**config.mk**
```make
export PLATFORM = sky130hd
export DESIGN_NAME = dm_sba_csr
export DESIGN_NICKNAME = d
export VERILOG_FILES = /design/src/rtl/dm_sba_pkg.sv /design/src/rtl/dm_sba_watchdog.sv /design/src/rtl/dm_sba_csr.sv
export SDC_FILE = /design/constraint.sdc
export NUM_CORES = 1
export LEC_CHECK = 0
export ABC_AREA = 1
export CORE_ASPECT_RATIO = 0.75
export CORE_MARGIN = 8
export CORE_UTILIZATION = 38
export CTS_BUF_LIST = sky130_fd_sc_hd__clkbuf_2 sky130_fd_sc_hd__clkbuf_4 sky130_fd_sc_hd__clkbuf_8
export DETAILED_ROUTE_END_ITERATION = 12
export PLACE_DENSITY = 0.7
export SETUP_SLACK_MARGIN = 0.2
export SYNTH_ARGS = -nofsm -noshare
export SYNTH_HDL_FRONTEND = slang
export SYNTH_SLANG_ARGS = --single-unit
```
**constraint.sdc**
```tcl
create_clock -name clk_i -period 1.75 [get_ports clk_i]
set_clock_uncertainty 0.05 [all_clocks]
set_input_delay 0.175 -clock clk_i [delete_from_list [all_inputs] [get_ports clk_i]]
set_output_delay 0.175 -clock clk_i [all_outputs]
set_load 0.005 [all_outputs]
```
**src/rtl/dm_sba_pkg.sv**
```systemverilog
// Shared definitions for the system bus access register front-end:
// DMI register map, SBCS layout and DMI opcode encoding.
package dm_sba_pkg;

   localparam logic [6:0] ADDR_SBCS       = 7'h38;
   localparam logic [6:0] ADDR_SBADDRESS0 = 7'h39;
   localparam logic [6:0] ADDR_SBADDRESS1 = 7'h3A;
   localparam logic [6:0] ADDR_SBDATA0    = 7'h3C;
   localparam logic [6:0] ADDR_SBDATA1    = 7'h3D;

   localparam logic [2:0] SBVERSION      = 3'd1;
   localparam logic [2:0] SBACCESS_RESET = 3'd2;

   typedef enum logic [1:0] {
      DMI_NOP   = 2'd0,
      DMI_READ  = 2'd1,
      DMI_WRITE = 2'd2
   } dmi_op_e;

   typedef struct packed {
      logic [2:0] sbversion;
      logic [5:0] zero0;
      logic       sbbusyerror;
      logic       sbbusy;
      logic       sbreadonaddr;
      logic [2:0] sbaccess;
      logic       sbautoincrement;
      logic       sbreadondata;
      logic [2:0] sberror;
      logic [6:0] sbasize;
      logic [4:0] sbaccess_sizes;
   } sbcs_t;

endpackage

```
**src/rtl/dm_sba_watchdog.sv**
```systemverilog
// System bus watchdog: raises timeout for one cycle once a busy period
// reaches TimeoutCycles cycles; reloads whenever the bus goes idle.
module dm_sba_watchdog #(
   parameter int unsigned TimeoutCycles = 1024
) (
   input  logic clk_i,
   input  logic rst_ni,
   input  logic clear,
   input  logic busy,
   output logic timeout
);

   localparam int unsigned    CntW    = $clog2(TimeoutCycles + 1);
   localparam logic [CntW-1:0] CntLoad = CntW'(TimeoutCycles);

   logic [CntW-1:0] cnt_q;

   // Down-counter parks at zero after firing so a long busy period flags only once.
   always_ff @(posedge clk_i or negedge rst_ni) begin
      if (!rst_ni) begin
         cnt_q <= CntLoad;
      end else if (clear || !busy) begin
         cnt_q <= CntLoad;
      end else if (cnt_q != '0) begin
         cnt_q <= cnt_q - CntW'(1);
      end
   end

   assign timeout = busy && !clear && (cnt_q == CntW'(1));

endmodule

```
**src/rtl/dm_sba_csr.sv**
```systemverilog
// DMI register front-end of system bus access (SBCS, SBADDRESS0/1, SBDATA0/1).
// Define DM_SBA_TIMEOUT_EN to add the local bus watchdog (dm_sba_watchdog).
module dm_sba_csr
   import dm_sba_pkg::*;
#(
   parameter int unsigned BusWidth      = 32,
   parameter int unsigned TimeoutCycles = 1024
) (
   input  logic                clk_i,
   input  logic                rst_ni,
   input  logic                dmactive_i,
   input  logic                dmi_req_valid_i,
   output logic                dmi_req_ready_o,
   input  logic [6:0]          dmi_req_addr_i,
   input  logic [1:0]          dmi_req_op_i,
   input  logic [31:0]         dmi_req_data_i,
   output logic                dmi_resp_valid_o,
   input  logic                dmi_resp_ready_i,
   output logic [31:0]         dmi_resp_data_o,
   output logic [BusWidth-1:0] sbaddress_o,
   input  logic [BusWidth-1:0] sbaddress_i,
   output logic                sbaddress_write_valid_o,
   output logic                sbreadonaddr_o,
   output logic                sbautoincrement_o,
   output logic [2:0]          sbaccess_o,
   output logic                sbreadondata_o,
   output logic [BusWidth-1:0] sbdata_o,
   output logic                sbdata_write_valid_o,
   output logic                sbdata_read_valid_o,
   input  logic [BusWidth-1:0] sbdata_i,
   input  logic                sbdata_valid_i,
   input  logic                sbbusy_i,
   input  logic                sberror_valid_i,
   input  logic [2:0]          sberror_i
);

   logic        resp_valid_q, read_pending_q;
   logic [31:0] resp_data_q, sbaddress_lo_q, sbdata_lo_q, sbaddress_hi, sbdata_hi;
   logic        readonaddr_q, autoinc_q, readondata_q, sbbusyerror_q;
   logic [2:0]  access_q, sberror_q;
   logic        addr_pulse_q, data_wr_pulse_q, data_rd_pulse_q;

   logic        accept, wr_en, rd_en, blocked, timeout, hw_err, busy_violation;
   logic        wr_sbcs, wr_addr0, wr_data0, rd_data0;
   logic [2:0]  hw_err_val;
   logic [31:0] rd_data;
   dmi_op_e     req_op;
   sbcs_t       sbcs_rd;

   assign req_op  = dmi_op_e'(dmi_req_op_i);
   assign accept  = dmi_req_valid_i && !resp_valid_q;
   assign wr_en   = accept && (req_op == DMI_WRITE);
   assign rd_en   = accept && (req_op == DMI_READ);
   assign blocked = sbbusyerror_q || (sberror_q != 3'd0);

   assign wr_sbcs  = wr_en && (dmi_req_addr_i == ADDR_SBCS);
   assign wr_addr0 = wr_en && (dmi_req_addr_i == ADDR_SBADDRESS0);
   assign wr_data0 = wr_en && (dmi_req_addr_i == ADDR_SBDATA0);
   assign rd_data0 = rd_en && (dmi_req_addr_i == ADDR_SBDATA0);
   assign busy_violation = sbbusy_i && (wr_addr0 || wr_data0 || rd_data0);

`ifdef DM_SBA_TIMEOUT_EN
   dm_sba_watchdog #(.TimeoutCycles(TimeoutCycles)) u_watchdog (
      .clk_i,
      .rst_ni,
      .clear   (!dmactive_i),
      .busy    (sbbusy_i),
      .timeout (timeout)
   );
`else
   logic unused_timeout_cfg;
   assign unused_timeout_cfg = ^TimeoutCycles;
   assign timeout = 1'b0;
`endif

   // A locally detected timeout is reported as sberror 1 (bus timeout).
   assign hw_err     = sberror_valid_i || timeout;
   assign hw_err_val = sberror_valid_i ? sberror_i : 3'd1;

   always_comb begin
      sbcs_rd                 = '0;
      sbcs_rd.sbversion       = SBVERSION;
      sbcs_rd.sbbusyerror     = sbbusyerror_q;
      sbcs_rd.sbbusy          = sbbusy_i;
      sbcs_rd.sbreadonaddr    = readonaddr_q;
      sbcs_rd.sbaccess        = access_q;
      sbcs_rd.sbautoincrement = autoinc_q;
      sbcs_rd.sbreadondata    = readondata_q;
      sbcs_rd.sberror         = sberror_q;
      sbcs_rd.sbasize         = 7'(BusWidth);
      sbcs_rd.sbaccess_sizes  = (BusWidth == 64) ? 5'b01111 : 5'b00111;
   end

   always_comb begin
      case (dmi_req_addr_i)
         ADDR_SBCS:       rd_data = sbcs_rd;
         ADDR_SBADDRESS0: rd_data = sbaddress_lo_q;
         ADDR_SBADDRESS1: rd_data = sbaddress_hi;
         ADDR_SBDATA0:    rd_data = sbdata_lo_q;
         ADDR_SBDATA1:    rd_data = sbdata_hi;
         default:         rd_data = '0;
      endcase
   end

   always_ff @(posedge clk_i or negedge rst_ni) begin
      if (!rst_ni) begin
         resp_valid_q    <= 1'b0;
         resp_data_q     <= '0;
         sbaddress_lo_q  <= '0;
         sbdata_lo_q     <= '0;
         readonaddr_q    <= 1'b0;
         autoinc_q       <= 1'b0;
         readondata_q    <= 1'b0;
         access_q        <= SBACCESS_RESET;
         sbbusyerror_q   <= 1'b0;
         sberror_q       <= '0;
         addr_pulse_q    <= 1'b0;
         data_wr_pulse_q <= 1'b0;
         data_rd_pulse_q <= 1'b0;
         read_pending_q  <= 1'b0;
      end else if (!dmactive_i) begin
         resp_valid_q    <= 1'b0;
         resp_data_q     <= '0;
         sbaddress_lo_q  <= '0;
         sbdata_lo_q     <= '0;
         readonaddr_q    <= 1'b0;
         autoinc_q       <= 1'b0;
         readondata_q    <= 1'b0;
         access_q        <= SBACCESS_RESET;
         sbbusyerror_q   <= 1'b0;
         sberror_q       <= '0;
         addr_pulse_q    <= 1'b0;
         data_wr_pulse_q <= 1'b0;
         data_rd_pulse_q <= 1'b0;
         read_pending_q  <= 1'b0;
      end else begin
         addr_pulse_q    <= 1'b0;
         data_wr_pulse_q <= 1'b0;
         data_rd_pulse_q <= 1'b0;

         if (resp_valid_q && dmi_resp_ready_i) resp_valid_q <= 1'b0;
         if (accept) begin
            resp_valid_q <= 1'b1;
            resp_data_q  <= rd_en ? rd_data : 32'd0;
         end

         if (sbdata_valid_i) begin
            sbaddress_lo_q <= sbaddress_i[31:0];
            read_pending_q <= 1'b0;
            if (read_pending_q) sbdata_lo_q <= sbdata_i[31:0];
         end

         // A hardware error in the same cycle as a W1C suppresses the clear.
         if (hw_err) begin
            if (sberror_q == 3'd0) sberror_q <= hw_err_val;
         end else if (wr_sbcs) begin
            sberror_q <= sberror_q & ~dmi_req_data_i[14:12];
         end

         if (busy_violation)                  sbbusyerror_q <= 1'b1;
         else if (wr_sbcs && dmi_req_data_i[22]) sbbusyerror_q <= 1'b0;

         if (wr_sbcs) begin
            readonaddr_q <= dmi_req_data_i[20];
            access_q     <= dmi_req_data_i[19:17];
            autoinc_q    <= dmi_req_data_i[16];
            readondata_q <= dmi_req_data_i[15];
         end

         if (wr_addr0 && !sbbusy_i) begin
            sbaddress_lo_q <= dmi_req_data_i;
            if (!blocked) begin
               addr_pulse_q <= 1'b1;
               if (readonaddr_q) read_pending_q <= 1'b1;
            end
         end

         if (wr_data0 && !sbbusy_i) begin
            sbdata_lo_q <= dmi_req_data_i;
            if (!blocked) data_wr_pulse_q <= 1'b1;
         end

         if (rd_data0 && !sbbusy_i && !blocked) begin
            data_rd_pulse_q <= 1'b1;
            read_pending_q  <= 1'b1;
         end
      end
   end

   if (BusWidth == 64) begin : g_bus64
      logic [31:0] sbaddress_hi_q, sbdata_hi_q;

      always_ff @(posedge clk_i or negedge rst_ni) begin
         if (!rst_ni) begin
            sbaddress_hi_q <= '0;
            sbdata_hi_q    <= '0;
         end else if (!dmactive_i) begin
            sbaddress_hi_q <= '0;
            sbdata_hi_q    <= '0;
         end else begin
            if (sbdata_valid_i) begin
               sbaddress_hi_q <= sbaddress_i[63:32];
               if (read_pending_q) sbdata_hi_q <= sbdata_i[63:32];
            end
            if (wr_en && (dmi_req_addr_i == ADDR_SBADDRESS1)) sbaddress_hi_q <= dmi_req_data_i;
            if (wr_en && (dmi_req_addr_i == ADDR_SBDATA1))    sbdata_hi_q    <= dmi_req_data_i;
         end
      end

      assign sbaddress_hi = sbaddress_hi_q;
      assign sbdata_hi    = sbdata_hi_q;
      assign sbaddress_o  = {sbaddress_hi_q, sbaddress_lo_q};
      assign sbdata_o     = {sbdata_hi_q, sbdata_lo_q};
   end else begin : g_bus32
      assign sbaddress_hi = '0;
      assign sbdata_hi    = '0;
      assign sbaddress_o  = sbaddress_lo_q;
      assign sbdata_o     = sbdata_lo_q;
   end

   assign dmi_req_ready_o         = !resp_valid_q;
   assign dmi_resp_valid_o        = resp_valid_q;
   assign dmi_resp_data_o         = resp_data_q;
   assign sbaddress_write_valid_o = addr_pulse_q;
   assign sbdata_write_valid_o    = data_wr_pulse_q;
   assign sbdata_read_valid_o     = data_rd_pulse_q;
   assign sbreadonaddr_o          = readonaddr_q;
   assign sbautoincrement_o       = autoinc_q;
   assign sbaccess_o              = access_q;
   assign sbreadondata_o          = readondata_q;

endmodule
```
==> impl_metrics.tcl <==
set metrics [dict create \
    cts_tree "done" \
    ant_nets 0 \
    p_comb_frac 0.228 \
    worst_slack_ns 0.09600 \
    start_kind "flip-flop" \
    yosysUniqueCellTypes 28 \
    fmax_mhz 604.6 \
    final_area_mm2 0.009868 \
    hold_ws_ns 0.1573 \
    start_util 0.3905 \
    cts_inserted_buffers 9 \
    clk_latency_ns 0.39 \
    io_buffers 222 \
    fin_crit_ns 1.654 \
    vias 6888 \
    cts_root_buffer "clkbuf_8" \
    grt.busiest_layer "met2" \
    crit_fanout 9 \
    report.final.setup_viol 0 \
    clock-sinks 111 \
    power_density_mw_per_mm2 598.9 \
    wl_per_cell_um 18.98 \
    fill_cells 1356 \
    yosys_most_used_dff "dfrtp_1" \
    power_mw 5.910 \
    hold_path.class "input pin to asynchronous set/reset pin" \
    rsz0062_at_grt "true" \
    peakVddDrop_uv 325.7 \
    multi_input_area_mm2 0.002873 \
    synth.avg_cell_area_um2 7.042 \
    track_usage 0.2337 \
    die_x_um 160.7 \
    syn_nets 963 \
    path_class "flip-flop to flip-flop" \
    cp-end-kind "flip-flop" \
    dr.pass1.iters 5 \
    clockPowerShare 0.303 \
    max_cap_viol_count 0 \
    cp.arrival_ns 1.93 \
    utilization 0.6461 \
    placed_cell_area_mm2 0.008667 \
    maxSlewHeadroom 0.6621 \
    cp.required_ns 2.03 \
    worstMarginPinSlew_ns 0.5069 \
    yosys_warnings 0 \
    drtIter0Drc 625 \
    grtUsageMet1 0.3216 \
    path_clk_slew_ns 0.11 \
    core_area_mm2 0.01527 \
    finalCritPeriodShare 0.9451 \
    via_per_inst 5.057 \
    wl_um 25840 \
    swShare 0.2769 \
    cts.htree.levels 3 \
    overflow 0 \
    antenna_found_initial 0 \
    nets 1267 \
    p_leak_nw 5.707 \
    grt_max_degree 51 \
    drive_above_1_share 0.1574 \
    synth_edf_count 0 \
    die_h_um 124.5 \
    seqPwrFrac 0.469 \
    finalHoldViolCount 0 \
    outcome "complete, no violations" \
    final-seq-area_mm2 0.002779 \
    grt_pass1_wl_um 37100 \
    io_pins 223 \
    area_delta_synth_final_pct 65.45 \
    slew_violations 0 \
    mappedNetlistArea_mm2 0.005964 \
    die_area_mm2 0.02000 \
    rows 39 \
    ys_ff_latch 111 \
    synthesis.instances 847 \
    grt_use_met2 0.3501 \
    place_congestion 0.8198 \
    p_switching_mw 1.636 \
    synth_seq_area_share 0.4659 \
    drc_errors 0 \
    cts_buffer_depth 2 \
    p_int_mw 4.274 \
    grt_pass1_vias 6426 \
    use_met3 0.08091 \
    post-place-ws_ns -0.2403 \
    async_reset_ff_frac 1.000 \
    hpwl_um 16660 \
]
## final timing paths
| check | startpoint | end | slack (ns) | cells after the start |
|---|---|---|---|---|
| min in group clk_i | dmi_req_addr_i[0] | sbdata_write_valid_o$_DFF_PN0_ | 0.22 | 5 |
| min reg2reg | dmi_resp_data_o[12]$_DFFE_PN0P_ | dmi_resp_data_o[12]$_DFFE_PN0P_ | 0.44 | 2 |
| max in group asynchronous | rst_ni | sbaddress_o[31]$_DFFE_PN0P_ | 0.81 | 3 |
| min | rst_ni | dmi_resp_data_o[15]$_DFFE_PN0P_ | 0.16 | 2 |
| max | dmi_resp_valid_o$_DFFE_PN0P_ | sbdata_o[0]$_DFFE_PN0P_ | 0.1 | 9 |
| max reg2reg | dmi_resp_valid_o$_DFFE_PN0P_ | sbdata_o[0]$_DFFE_PN0P_ | 0.1 | 9 |
## layer usage
metal,vias to the layer above,share of wire
li1,3262,-
met1,3261,0.44
met2,350,0.44
met3,15,0.12
met4,0,0.0064
met5,-,0
## Yosys cell counts (2+ instances only)
cell / number / share of area
nand2_1: 472 / 0.30
dfrtp_1: 110 / 0.46
nand3_1: 53 / 0.044
inv_1: 45 / 0.028
nand4_1: 32 / 0.034
o21ai_1: 32 / 0.027
clkbuf_1: 16 / 0.010
nor2_1: 16 / 0.010
buf_2: 13 / 0.011
buf_4: 11 / 0.014
buf_6: 8 / 0.015
a21oi_1: 6 / 0.0050
o21ai_0: 6 / 0.0050
o31ai_1: 5 / 0.0063
buf_1: 3 / 0.0019
inv_2: 3 / 0.0019
nor2_4: 3 / 0.0057
nand2_2: 2 / 0.0021
nand3_2: 2 / 0.0034
## cells in the final DEF, fill, tap and decap left out, drive strengths merged, types with 2 or more instances in the layout
cell type | netlist | final
nand3 | 56 | 56
clkdlybuf4s50 | 0 | 162
nand2 | 474 | 474
inv | 48 | 48
a21oi | 8 | 8
dlymetal6s2s | 0 | 39
buf | 35 | 116
clkinv | 0 | 2
dfrtp | 110 | 110
bufinv | 0 | 2
clkbuf | 16 | 17
o31ai | 5 | 5
nor2 | 20 | 21
nand4 | 32 | 32
dlygate4sd2 | 0 | 19
o21ai | 38 | 38
## timing repair
action / CTS / global route
hold buffers: 1 / 0
hold endpoints to repair: 82 / 0
resized for setup: 24 / 80
pin swaps: 1 / 19
buffers inserted: 38 / 30
gates cloned: 1 / 7
endpoints found under the setup margin: 151 / 160
## flip-flops by register name, summed over array words and instances, names as in the netlist
signal                   cells
dmi_resp_data_o             32
dmi_resp_valid_o             1
read_pending_q               1
sbaccess_o                   3
sbaddress_o                 32
sbaddress_write_valid_o      1
sbautoincrement_o            1
sbbusyerror_q                1
sbdata_o                    32
sbdata_read_valid_o          1
sbdata_write_valid_o         1
sberror_q                    3
sbreadonaddr_o               1
sbreadondata_o               1
## worst max-delay path, cell delays in order, from the launching register on
cell and delay [ns]:
dfrtp_1 0.40, inv_2 0.09, nand2_4 0.06, nor2_4 0.17, nand3_4 0.14, a21oi_4 0.26, buf_12 0.15, clkbuf_16 0.16
nand2_1 0.06, nand2_1 0.05
## metrics by stage
stage | cells | TNS (ns)
after floorplan | 847 | 0
after global placement | 1268 | -17.16
after detailed placement | 1268 | -19.15
after CTS | 1324 | 0
after global routing | 1361 | 0
final | 1362 | 0
## layout make-up
| cell class | instances | area share |
|---|---|---|
| antenna | 1 | 0.0002536 |
| inverter | 48 | 0.01826 |
| timing repair buffer | 343 | 0.3598 |
| clock buffer | 11 | 0.01471 |
| multi-input combinational | 638 | 0.2911 |
| clock inverter | 5 | 0.008241 |
| sequential | 111 | 0.2816 |
| tap | 205 | 0.02599 |
## power groups by stage
stage	sequential [mW]	clock, mW	combinational, mW
finish	2.77	1.79	1.35
global route	2.79	1.91	1.45
CTS	2.77	1.82	1.23
detailed placement	2.84	0	1.12
global placement	2.84	0	1.11
floorplan	2.83	0	0.337
## logic make-up after synthesis
group / count (synthesis) / share of synthesized area
AND/OR/NAND/NOR: 584 / 0.4021
buffers and inverters: 99 / 0.08202
AO/OA/AOI/OAI: 53 / 0.04993
flip-flops: 111 / 0.4659
Power figures use the tool's default switching activity.
